<file path="src/rtl/neurochip_pkg.sv">
// neurochip_pkg: types shared by the configuration-chain loader blocks.
package neurochip_pkg;

   localparam int BS_LENGTH_DEFAULT = 400;

   typedef enum logic [1:0] {IDLE, LOAD, SHIFT, DONE} ld_state_e;

   typedef logic [7:0] cfg_byte_t;

   typedef struct packed {
      logic      valid;
      cfg_byte_t data;
   } cfg_req_t;

endpackage

</file>
<file path="src/rtl/bs_byte_serdes.sv">
// bs_byte_serdes: byte PISO toward the chain input and SIPO from the chain
// tail, sharing one in-byte bit counter; the final byte may be truncated.
module bs_byte_serdes
   import neurochip_pkg::*;
(
   input  logic      clk,
   input  logic      reset,
   input  logic      clear,
   input  logic      load,
   input  cfg_byte_t load_data,
   input  logic      shift,
   input  logic      final_bit,
   input  logic      chain_tail,
   output logic      byte_end,
   output logic      chain_in,
   output cfg_byte_t rb_data,
   output logic      rb_valid
);

   cfg_byte_t  piso_q, piso_d;
   cfg_byte_t  sipo_q, sipo_d;
   cfg_byte_t  rb_data_q, rb_data_d;
   logic [2:0] cnt_q, cnt_d;
   logic       chain_in_q, chain_in_d;
   logic       rb_valid_q, rb_valid_d;

   always_comb begin
      piso_d     = piso_q;
      sipo_d     = sipo_q;
      rb_data_d  = rb_data_q;
      cnt_d      = cnt_q;
      chain_in_d = chain_in_q;
      rb_valid_d = 1'b0;
      byte_end   = shift && ((cnt_q == 3'd7) || final_bit);

      if (shift) begin
         sipo_d     = {sipo_q[6:0], chain_tail};
         cnt_d      = cnt_q + 3'd1;
         chain_in_d = piso_q[7];
         piso_d     = {piso_q[6:0], 1'b0};
         if (byte_end) begin
            // Left-align the bits collected so far; older bits fall off the top.
            rb_valid_d = 1'b1;
            rb_data_d  = sipo_d << (3'd7 - cnt_q);
            chain_in_d = 1'b0;
         end
      end

      if (load) begin
         piso_d     = {load_data[6:0], 1'b0};
         chain_in_d = load_data[7];
         cnt_d      = 3'd0;
      end

      if (clear) begin
         piso_d     = '0;
         sipo_d     = '0;
         cnt_d      = 3'd0;
         chain_in_d = 1'b0;
      end
   end

   always_ff @(posedge clk) begin
      if (reset) begin
         piso_q     <= '0;
         sipo_q     <= '0;
         rb_data_q  <= '0;
         cnt_q      <= 3'd0;
         chain_in_q <= 1'b0;
         rb_valid_q <= 1'b0;
      end else begin
         piso_q     <= piso_d;
         sipo_q     <= sipo_d;
         rb_data_q  <= rb_data_d;
         cnt_q      <= cnt_d;
         chain_in_q <= chain_in_d;
         rb_valid_q <= rb_valid_d;
      end
   end

   assign chain_in = chain_in_q;
   assign rb_data  = rb_data_q;
   assign rb_valid = rb_valid_q;

endmodule

</file>
<file path="src/rtl/bs_loader.sv">
// bs_loader: streams configuration bytes MSB-first into the neurochip chain
// while returning the bits that fall out of the chain tail as readback bytes.
module bs_loader
   import neurochip_pkg::*;
#(
   parameter int BS_LENGTH = BS_LENGTH_DEFAULT
) (
   input  logic       clk,
   input  logic       reset,
   input  logic       start,
   input  logic [7:0] in_data,
   input  logic       in_valid,
   output logic       in_ready,
   output logic       cfg_en,
   output logic       chain_in,
   input  logic       chain_tail,
   output logic [7:0] rb_data,
   output logic       rb_valid,
   output logic       busy,
   output logic       done
);

   localparam int BYTES = (BS_LENGTH + 7) / 8;
   localparam int CW    = $clog2(BS_LENGTH + 1);
   localparam int BW    = $clog2(BYTES + 1);

   ld_state_e     state_q, state_d;
   logic [CW-1:0] bit_cnt_q, bit_cnt_d;
   logic [BW-1:0] byte_cnt_q, byte_cnt_d;
   logic          cfg_en_q, cfg_en_d;

   cfg_req_t      req;
   logic          load;
   logic          clear;
   logic          byte_end;
   logic          final_bit;

   assign req       = {in_valid, in_data};
   assign final_bit = (bit_cnt_q == CW'(BS_LENGTH - 1));

   always_comb begin
      state_d    = state_q;
      bit_cnt_d  = bit_cnt_q;
      byte_cnt_d = byte_cnt_q;
      cfg_en_d   = 1'b0;
      in_ready   = 1'b0;
      clear      = 1'b0;

      case (state_q)
         IDLE: begin
            if (start) begin
               state_d    = LOAD;
               bit_cnt_d  = '0;
               byte_cnt_d = '0;
               clear      = 1'b1;
            end
         end
         LOAD: begin
            in_ready = (byte_cnt_q < BW'(BYTES));
            if (req.valid && in_ready) begin
               state_d  = SHIFT;
               cfg_en_d = 1'b1;
            end
         end
         SHIFT: begin
            bit_cnt_d = bit_cnt_q + 1'b1;
            cfg_en_d  = 1'b1;
            if (byte_end) begin
               cfg_en_d = 1'b0;
               if (final_bit) begin
                  state_d = DONE;
               end else begin
                  // Accepting in the last shift cycle keeps the chain moving gap-free.
                  in_ready = (byte_cnt_q < BW'(BYTES));
                  if (req.valid && in_ready) begin
                     cfg_en_d = 1'b1;
                  end else begin
                     state_d = LOAD;
                  end
               end
            end
         end
         DONE: begin
            state_d = IDLE;
         end
         default: begin
            state_d = IDLE;
         end
      endcase

      load = req.valid && in_ready;
      if (load) begin
         byte_cnt_d = byte_cnt_q + 1'b1;
      end
   end

   always_ff @(posedge clk) begin
      if (reset) begin
         state_q    <= IDLE;
         bit_cnt_q  <= '0;
         byte_cnt_q <= '0;
         cfg_en_q   <= 1'b0;
      end else begin
         state_q    <= state_d;
         bit_cnt_q  <= bit_cnt_d;
         byte_cnt_q <= byte_cnt_d;
         cfg_en_q   <= cfg_en_d;
      end
   end

   bs_byte_serdes u_serdes (
      .clk        (clk),
      .reset      (reset),
      .clear      (clear),
      .load       (load),
      .load_data  (req.data),
      .shift      (cfg_en_q),
      .final_bit  (final_bit),
      .chain_tail (chain_tail),
      .byte_end   (byte_end),
      .chain_in   (chain_in),
      .rb_data    (rb_data),
      .rb_valid   (rb_valid)
   );

   assign cfg_en = cfg_en_q;
   assign busy   = (state_q != IDLE);
   assign done   = (state_q == DONE);

endmodule

</file>
<file path="config.mk">
export PLATFORM = sky130hd
export DESIGN_NAME = bs_loader
export DESIGN_NICKNAME = d
export VERILOG_FILES = /design/src/rtl/neurochip_pkg.sv /design/src/rtl/bs_byte_serdes.sv /design/src/rtl/bs_loader.sv
export SDC_FILE = /design/constraint.sdc
export NUM_CORES = 1
export LEC_CHECK = 0
export BUFFER_PORTS_ARGS = -buffer_cell sky130_fd_sc_hd__buf_2
export CORE_ASPECT_RATIO = 1.4
export CORE_UTILIZATION = 55
export DETAILED_ROUTE_END_ITERATION = 8
export PLACE_DENSITY_LB_ADDON = 0.12
export REMOVE_ABC_BUFFERS = 1
export SYNTH_ARGS = -nofsm -noshare
export SYNTH_HDL_FRONTEND = slang
export SYNTH_SLANG_ARGS = --single-unit
</file>
<file path="constraint.sdc">
create_clock -name clk -period 2.1 [get_ports clk]
set_input_delay 0.315 -clock clk [delete_from_list [all_inputs] [get_ports clk]]
set_output_delay 0.315 -clock clk [all_outputs]
set_load 0.005 [all_outputs]
</file>
==> results of run 1 <==
-- power groups by stage --
stage / combinational, uW / sequential, uW / clock [uW]
after floorplan: 387 / 969 / 0
after global placement: 615 / 944 / 0
after detailed placement: 615 / 946 / 0
after CTS: 621 / 926 / 698
after global routing: 693 / 934 / 730
final: 632 / 929 / 679
-- how the worst min path moves through the flow --
stage / from / to / slack, ns / depth (start not counted)
final: in_data[2] / u_serdes.piso_q[3] / 0.26 / 3
after global routing: in_data[4] / u_serdes.piso_q[5] / 0.26 / 3
after CTS: in_data[2] / u_serdes.piso_q[3] / 0.25 / 3
after detailed placement: u_serdes.rb_data[2] / u_serdes.rb_data[2] / 0.47 / 2
after global placement: u_serdes.rb_data[2] / u_serdes.rb_data[2] / 0.47 / 2
after floorplan: reset / bit_cnt_q[0] / 0.38 / 1
-- worst max-delay path: cells and delay by family (launching register included) --
family | cells | cell delay [ns]
adders and majority gates | 1 | 0.26
DFF | 1 | 0.41
buffers and inverters | 1 | 0.13
AOI/OAI and AO/OA | 2 | 0.23
and+or+nand+nor | 1 | 0.31
-- cells in the final DEF, fill, tap and decap left out, drive strengths merged, types with 5 or more instances in the layout --
master and instances:
clkbuf 7, mux2i 26, o2111ai 6, o21ai 10, nand3 10, ha 8, dfxtp 45, mux2 7
inv 10, nor2 20, nand4 6, a21oi 18, nand2 28, buf 38, a211oi 5
-- flip-flops by register name, summed over array words and instances, names as in the netlist --
register and cells:
bit_cnt_q 9, u_serdes.rb_data 8, u_serdes.piso_q 7, u_serdes.sipo_q 7, byte_cnt_q 6, u_serdes.cnt_q 3
state_q 2, cfg_en 1, u_serdes.chain_in 1, u_serdes.rb_valid 1
-- metal layers --
layer	routed length, um	GRT usage
met3	129	0.0441
met4	61	0.0738
met1	2400	0.298
met5	0	0
met2	2510	0.419
-- logic make-up (layout without fill, tap and decap cells) --
logic type | Yosys count | count (layout) | share of synthesized area
and+or+nand+nor | 94 | 94 | 0.198
AOI/OAI and AO/OA | 56 | 56 | 0.157
DFF | 45 | 45 | 0.363
muxes | 37 | 37 | 0.173
buffers and inverters | 24 | 56 | 0.0434
adders and majority gates | 8 | 8 | 0.0404
xor gates and xnor gates | 7 | 7 | 0.0247
-- timing repair --
action,in CTS,in global routing
buffers inserted,0,0
pin swaps,1,0
setup endpoints to repair,1,1
resized for setup,2,2
-- layout make-up --
type	instances	area share
Multi-Input combinational cell	202	0.524
Sequential cell	45	0.317
Timing Repair Buffer	38	0.0776
Clock buffer	7	0.0304
Tap cell	60	0.0264
Inverter	10	0.0132
Clock inverter	1	0.0106
-- stage by stage --
stage                     cell area, sq um  total power, uW  TNS, ns
after global routing                  2840             2360        0
after detailed placement              2700             1560        0
final                                 2840             2240        0
after floorplan                       2410             1360    -4.41
after CTS                             2830             2250        0
after global placement                2700             1560        0
==> impl_metrics.ini, run 1 <==
[synthesis]
syn_area_sq_um = 2480
synth_commonest_cells = dfxtp_1 (45), nand2_1 (28), mux2i_1 (26)
yosysUniqueCellTypes = 51
synth-edff-count = 0
ys_seq_area_frac = 0.363
synth_area_leaders = dfxtp_1 (36%), mux2i_1 (10%), nand2_1 (4.2%)
synth_most_common_cell = dfxtp_1
synth-seq-cells = 45
postSynthCellCount = 271
yosysTopAreaCell = dfxtp_1
yosysWarningCount = 0
synth_top_area_frac = 0.363
async_flop_share = 0
yosys_most_used_dff = dfxtp_1
syn_area_per_cell_sq_um = 9.15

[power_and_ir_drop]
p_per_area_nw_per_um2 = 789
ir_drop_mv = 0.481
p_int_uw = 1530
sw_frac_of_total = 0.315
p_leak_uw = 0.00102
p_switching_uw = 705
seqPwrFrac = 0.415
combPwrFrac = 0.282
pwr-share-clk = 0.303

[place]
portBuffers = 26
placed_cells = 355
hpwl_um = 3660
post-place-ws_ns = 0.216
gp_congestion = 0.843

[die]
fp.dieH_um = 81.4
rows = 28
die_x_um = 58.7
core_region_area_sq_um = 4270
fp.dieArea_sq_um = 4780
ioPinCount = 27
initial_core_util = 0.580

[critical_path]
rr_worst_depth = 6
reg2reg_from = state_q[1]
path_class = reg2out
path_cells = ha_2 -> and4bb_4 -> a21o_2 -> a21oi_1 -> buf_2
setup.worst_path.start = bit_cnt_q[0]
crit_fanout = 7
cpPeakStageDelay_ns = 0.41
cp_data_required_time_ns = 1.78
worstSetupEndpointType = primary output
worstPathArrival_ns = 1.65
r2r-end = bit_cnt_q[7]
endpoint = in_ready
slowest_stage = dfxtp_1
crit_path_start_kind = flop
rrSetupSlack_ns = 0.24

[sta]
worst_pin_slew_ns = 0.427
max_freq_ghz = 0.510
maxSlewHeadroom = 0.707
skew_ns = 0.00877
final-setup-viol-count = 0
period_share = 0.935
report.final.hold_viol_count = 0
layout_min_cycle_time_ns = 1.96
fin_ws_ns = 0.137
rsz0062_at_grt = no
whs_ns = 0.256
finalMaxSlewViolations = 0

[routing]
postRouteWirelength_um = 5100
via_count = 2087
drt_iter0_drc = 100
drt-pass1-iter-count = 4
ant_nets = 0
drc_errors = 0
post_drt_wl_per_cell_um = 14.0
vias_per_cell = 5.75

[global_route]
grt-ovfl-total = 0
grt_pass1_wl_um = 8900
antenna_found_initial = 0
grt_max_degree = 24
grt_usage = 0.241
grt_pass1_vias = 1980

[clock_network]
clk_pin_slew_worst_paths_ns = 0.09
cts_tree = yes
clock-root-buffer = clkbuf_8
cts_max_path_buffers = 2
cts_max_level = 2
cts_made_buffers = 5
cts_sinks = 45
clkLatencyLatePin_ns = 0.30
cts_hold_buffers = 0

[cells_and_area]
final_nets = 323
final_util = 0.664
final_cells = 363
area_delta_synth_final_pct = 14.5
nFillCells = 394
multi_input_area_sq_um = 1490
diodes = 0
regArea_sq_um = 901
drive_above_1_share = 0.215

[hold_path]
hold_path_class = in2reg

[status]
status = completed

[job]
drv_cap = 0
No activity file was read; power rests on OpenSTA's default activity.
==> run 2: changes to the inputs <==
Settings changed: CORE_UTILIZATION 55 to 40.
==> run 2 against run 1 <==
Routed wire length increased by 9.2%; clock power decreased by 17%; fmax decreased by 1.8%; critical path type unchanged; largest cell class unchanged.
==> impl_metrics.ini, run 2 (same netlist as run 1, synthesis figures left out) <==
[status]
status = completed

[hold_path]
hold_start = in_data[5]
hold_path_class = in2reg

[sta]
max_freq_ghz = 0.501
skew_ns = 0.0111
period_share = 0.951
worst_pin_slew_ns = 0.463
finalMaxSlewViolations = 0
report.final.hold_viol_count = 0
final-setup-viol-count = 0
rsz0062_at_grt = no
fin_tns_setup_ns = 0
maxSlewHeadroom = 0.691
layout_min_cycle_time_ns = 2.00

[critical_path]
slowest_stage = dfxtp_1
rr_worst_depth = 6
endpoint = in_ready
setup.worst_path.start = state_q[1]
worst-path-buf-inv = 2
crit_path_start_kind = flop
reg2reg_from = state_q[1]
path_cells = inv_1 -> ha_1 -> nand2_1 -> a21oi_1 -> buf_2
worstPathArrival_ns = 1.68
rrSetupSlack_ns = 0.26
path_class = reg2out
r2r-end = bit_cnt_q[8]
cp.depth = 5
cpPeakStageDelay_ns = 0.46
crit_fanout = 8
cp_data_required_time_ns = 1.78
path_delay_family = flip-flops
worstSetupEndpointType = primary output

[die]
die_x_um = 68.5
ioPinCount = 27
fp.dieArea_sq_um = 6520
rows = 33
fp.dieH_um = 95.1
initial_core_util = 0.420
core_region_area_sq_um = 5900

[job]
drv_cap = 0

[routing]
drt_iter0_drc = 100
vias_per_cell = 5.53
postRouteWirelength_um = 5570
via_count = 2081
drc_errors = 0
ant_nets = 0
drt-pass1-iter-count = 4
post_drt_wl_per_cell_um = 14.8

[global_route]
grt-ovfl-total = 0
antenna_found_initial = 0
grt_pass1_vias = 1960
grt_pass1_wl_um = 9130
grt_usage = 0.187
grt_max_degree = 24

[place]
gp_congestion = 0.809
hpwl_um = 4030
dpl-instance-area_sq_um = 2730
portBuffers = 26
placed_cells = 367

[power_and_ir_drop]
p_total_uw = 2150
p_per_area_nw_per_um2 = 755
ir_drop_mv = 0.344
p_leak_uw = 0.00103

[clock_network]
clk_pin_slew_worst_paths_ns = 0.09
cts_max_level = 2
cts_made_buffers = 5
cts_sinks = 45
clock-root-buffer = clkbuf_8
clkLatencyLatePin_ns = 0.31
cts_max_path_buffers = 2
cts_tree = yes
cts_hold_buffers = 0

[cells_and_area]
final_nets = 326
regMostFlops = bit_cnt_q
final_common_cell = dfxtp_1
final_cell_mix = dfxtp_1 (45), nand2_1 (28), mux2i_1 (26), buf_2 (26), nor2_1 (20)
largest_reg_flops = 9
final_cells = 376
fin_area_sq_um = 2840
drive_above_1_share = 0.225
diodes = 0
area_delta_synth_final_pct = 14.7
run 2: changes by cell type in the layout (fill, tap and decap cells not counted):
| cell | change |
|---|---|
| bufinv_16 | -1 |
| clkinvlp_4 | +1 |
| buf_4 | +3 |
| clkinv_2 | +1 |
| and4bb_4 | -1 |
| inv_6 | +1 |
| and4bb_2 | +1 |
| clkbuf_8 | -1 |
| clkbuf_1 | -1 |
run 2: through the flow:
stage,setup WS [ns],hold WS (ns),utilization
finish,0.102,0.250,0.482
global route,0.0148,0.252,0.482
CTS,0.0336,0.247,0.479
detailed placement,0.272,0.485,0.463
global placement,0.283,0.472,0.463
floorplan,-0.411,0.384,-
run 2: area by class of cell:
cell class / instances / area [sq um]
fillers: 592 / 3060
multi-input cells: 202 / 1490
flip-flops and latches: 45 / 901
repair buffers: 41 / 243
well taps: 70 / 87.6
clock buffers: 5 / 68.8
inverters: 10 / 37.5
clock inverters: 3 / 21.3
run 2: power by group:
group / leakage (uW) / internal (uW) / switching [uW]
combinational: 0.000619 / 270 / 390
sequential: 0.000363 / 889 / 34.0
clock: 0.0000445 / 237 / 327
total: 0.00103 / 1400 / 751
run 2: tightest hold or removal path, stage by stage:
cell and delay, ns:
buf_2 0.10, nand2_1 0.04, mux2i_1 0.06
run 2: how the worst min path moves through the flow:
stage                     slack [ns]             endpoint  depth (start not counted)
after detailed placement        0.49  u_serdes.rb_data[2]                          2
after global placement          0.47   u_serdes.piso_q[1]                          2
after floorplan                 0.38         bit_cnt_q[0]                          1
after global routing            0.25   u_serdes.piso_q[5]                          3
final                           0.25   u_serdes.piso_q[6]                          3
after CTS                       0.25   u_serdes.piso_q[4]                          3
run 2: layer usage:
layer	global-route usage	vias to the layer above	share of wire
li1	-	1063	-
met1	0.228	981	0.46
met2	0.325	33	0.50
met3	0.0335	4	0.027
met4	0.0573	0	0.0088
met5	0	-	0
run 2: repair_timing:
action / in CTS / in global routing
setup buffers: 1 / 0
endpoints found under the setup margin: 1 / 1
pin swaps: 1 / 0
gates resized for setup: 0 / 3
cloned: 0 / 0
==> run 3: changes to the inputs <==
Settings changed: CELL_PAD_IN_SITES_DETAIL_PLACEMENT from default to 1, CELL_PAD_IN_SITES_GLOBAL_PLACEMENT from default to 2, CORE_UTILIZATION 40 to 36, PLACE_DENSITY_LB_ADDON 0.12 to 0.15.
==> run 3 against run 2 <==
Register-to-register slack improved by 0.04 ns; non-clock buffer count fell by 1; count of clock-buffer cells in the layout rose by 2; total power barely moved; first-iteration DRC count fell by 7.0%; largest cell class unchanged.
==> impl_metrics.ini, run 3 (same netlist as run 1, synthesis figures left out) <==
[status]
status = completed

[die]
fp.dieH_um = 100
initial_core_util = 0.375
ioPinCount = 27
fp.dieArea_sq_um = 7230
rows = 35
core_region_area_sq_um = 6610
die_x_um = 72.1

[place]
placed_cells = 389
post-place-ws_ns = 0.203
gp_congestion = 0.740
portBuffers = 26
dpl-instance-area_sq_um = 2760
hpwl_um = 4410

[clock_network]
cts_hold_buffers = 0
cts_max_path_buffers = 2
cts_made_buffers = 5
clkLatencyLatePin_ns = 0.30
clk_pin_slew_worst_paths_ns = 0.09
cts_max_level = 2
clock-root-buffer = clkbuf_8
cts_tree = yes
cts_sinks = 45

[critical_path]
path_class = reg2out
worstPathArrival_ns = 1.65
crit_fanout = 7
crit_path_start_kind = flop
worstSetupEndpointType = primary output
cp_data_required_time_ns = 1.78

[cells_and_area]
final_nets = 325
drive_above_1_share = 0.220
fin_area_sq_um = 2870
largest_reg_flops = 9
final_cells = 396
area_delta_synth_final_pct = 15.6
final_common_cell = dfxtp_1
final_cell_mix = dfxtp_1 (45), nand2_1 (28), mux2i_1 (26), buf_2 (26), nor2_1 (20)
nFillCells = 814
regMostFlops = bit_cnt_q
diodes = 0

[routing]
vias_per_cell = 5.23
drt-pass1-iter-count = 4
drc_errors = 0
postRouteWirelength_um = 5970
drt_iter0_drc = 93
via_count = 2070
ant_nets = 0
post_drt_wl_per_cell_um = 15.1

[sta]
worst_pin_slew_ns = 0.477
max_freq_ghz = 0.508
final-setup-viol-count = 0
fin_ws_ns = 0.132
layout_min_cycle_time_ns = 1.97
maxSlewHeadroom = 0.682
skew_ns = 0.0146
finalMaxSlewViolations = 0
period_share = 0.937
rsz0062_at_grt = no
report.final.hold_viol_count = 0
fin_tns_setup_ns = 0

[job]
drv_cap = 0

[global_route]
grt_max_degree = 24
grt_pass1_wl_um = 10100
grt-ovfl-total = 0
antenna_found_initial = 0
grt_pass1_vias = 2131
grt_usage = 0.176

[power_and_ir_drop]
p_per_area_nw_per_um2 = 749
ir_drop_mv = 0.468
p_leak_uw = 0.00102

[hold_path]
hold_path_class = in2reg
[run 3: power by group]
group / leakage, uW / switching [uW] / internal [uW]
clock network: 0.0000443 / 292 / 262
registers: 0.000363 / 34.4 / 889
logic: 0.000613 / 396 / 274
total: 0.00102 / 722 / 1430
[run 3: stage by stage]
| step | hold WS [ns] | power (uW) | util |
|---|---|---|---|
| final | 0.260 | 2150 | 0.433 |
| after global routing | 0.263 | 2280 | 0.433 |
| after CTS | 0.253 | 2160 | 0.431 |
| after detailed placement | 0.467 | 1600 | 0.417 |
| after global placement | 0.470 | 1600 | 0.417 |
| after floorplan | 0.384 | 1360 | - |
[run 3: worst paths after layout]
| kind | from | slack, ns | endpoint | cells after the start |
|---|---|---|---|---|
| setup / recovery | bit_cnt_q[0] | 0.13 | in_ready | 5 |
| hold reg to reg | u_serdes.rb_data[3] | 0.48 | u_serdes.rb_data[3] | 2 |
| hold / removal | in_data[7] | 0.26 | u_serdes.chain_in | 3 |
| setup reg to reg | bit_cnt_q[0] | 0.30 | u_serdes.rb_data[1] | 5 |
[run 3: final cells by class]
cell class	count	area (sq um)	share of cell area
inverters	10	37.5	0.0131
repair buffers	40	235	0.0821
multi-input cells	202	1490	0.520
flip-flops and latches	45	901	0.314
well taps	92	115	0.0402
clock buffers	7	86.3	0.0301
[run 3: metal layers]
metal / GRT usage / wire length (um) / vias to the layer above
li1: - / - / 1054
met1: 0.209 / 2750 / 995
met2: 0.321 / 3070 / 17
met3: 0.0281 / 93 / 4
met4: 0.0498 / 57 / 0
met5: 0 / 0 / -
[run 3: timing repair]
item,in CTS,in global routing
setup endpoints to repair,1,1
gates resized for setup,2,3
setup buffers,0,0
[run 3: critical path: stages, from the launching register on]
cell	delay [ns]
dfxtp_1	0.40
ha_2	0.27
and4bb_4	0.32
a21o_2	0.17
a21oi_1	0.07
buf_2	0.13
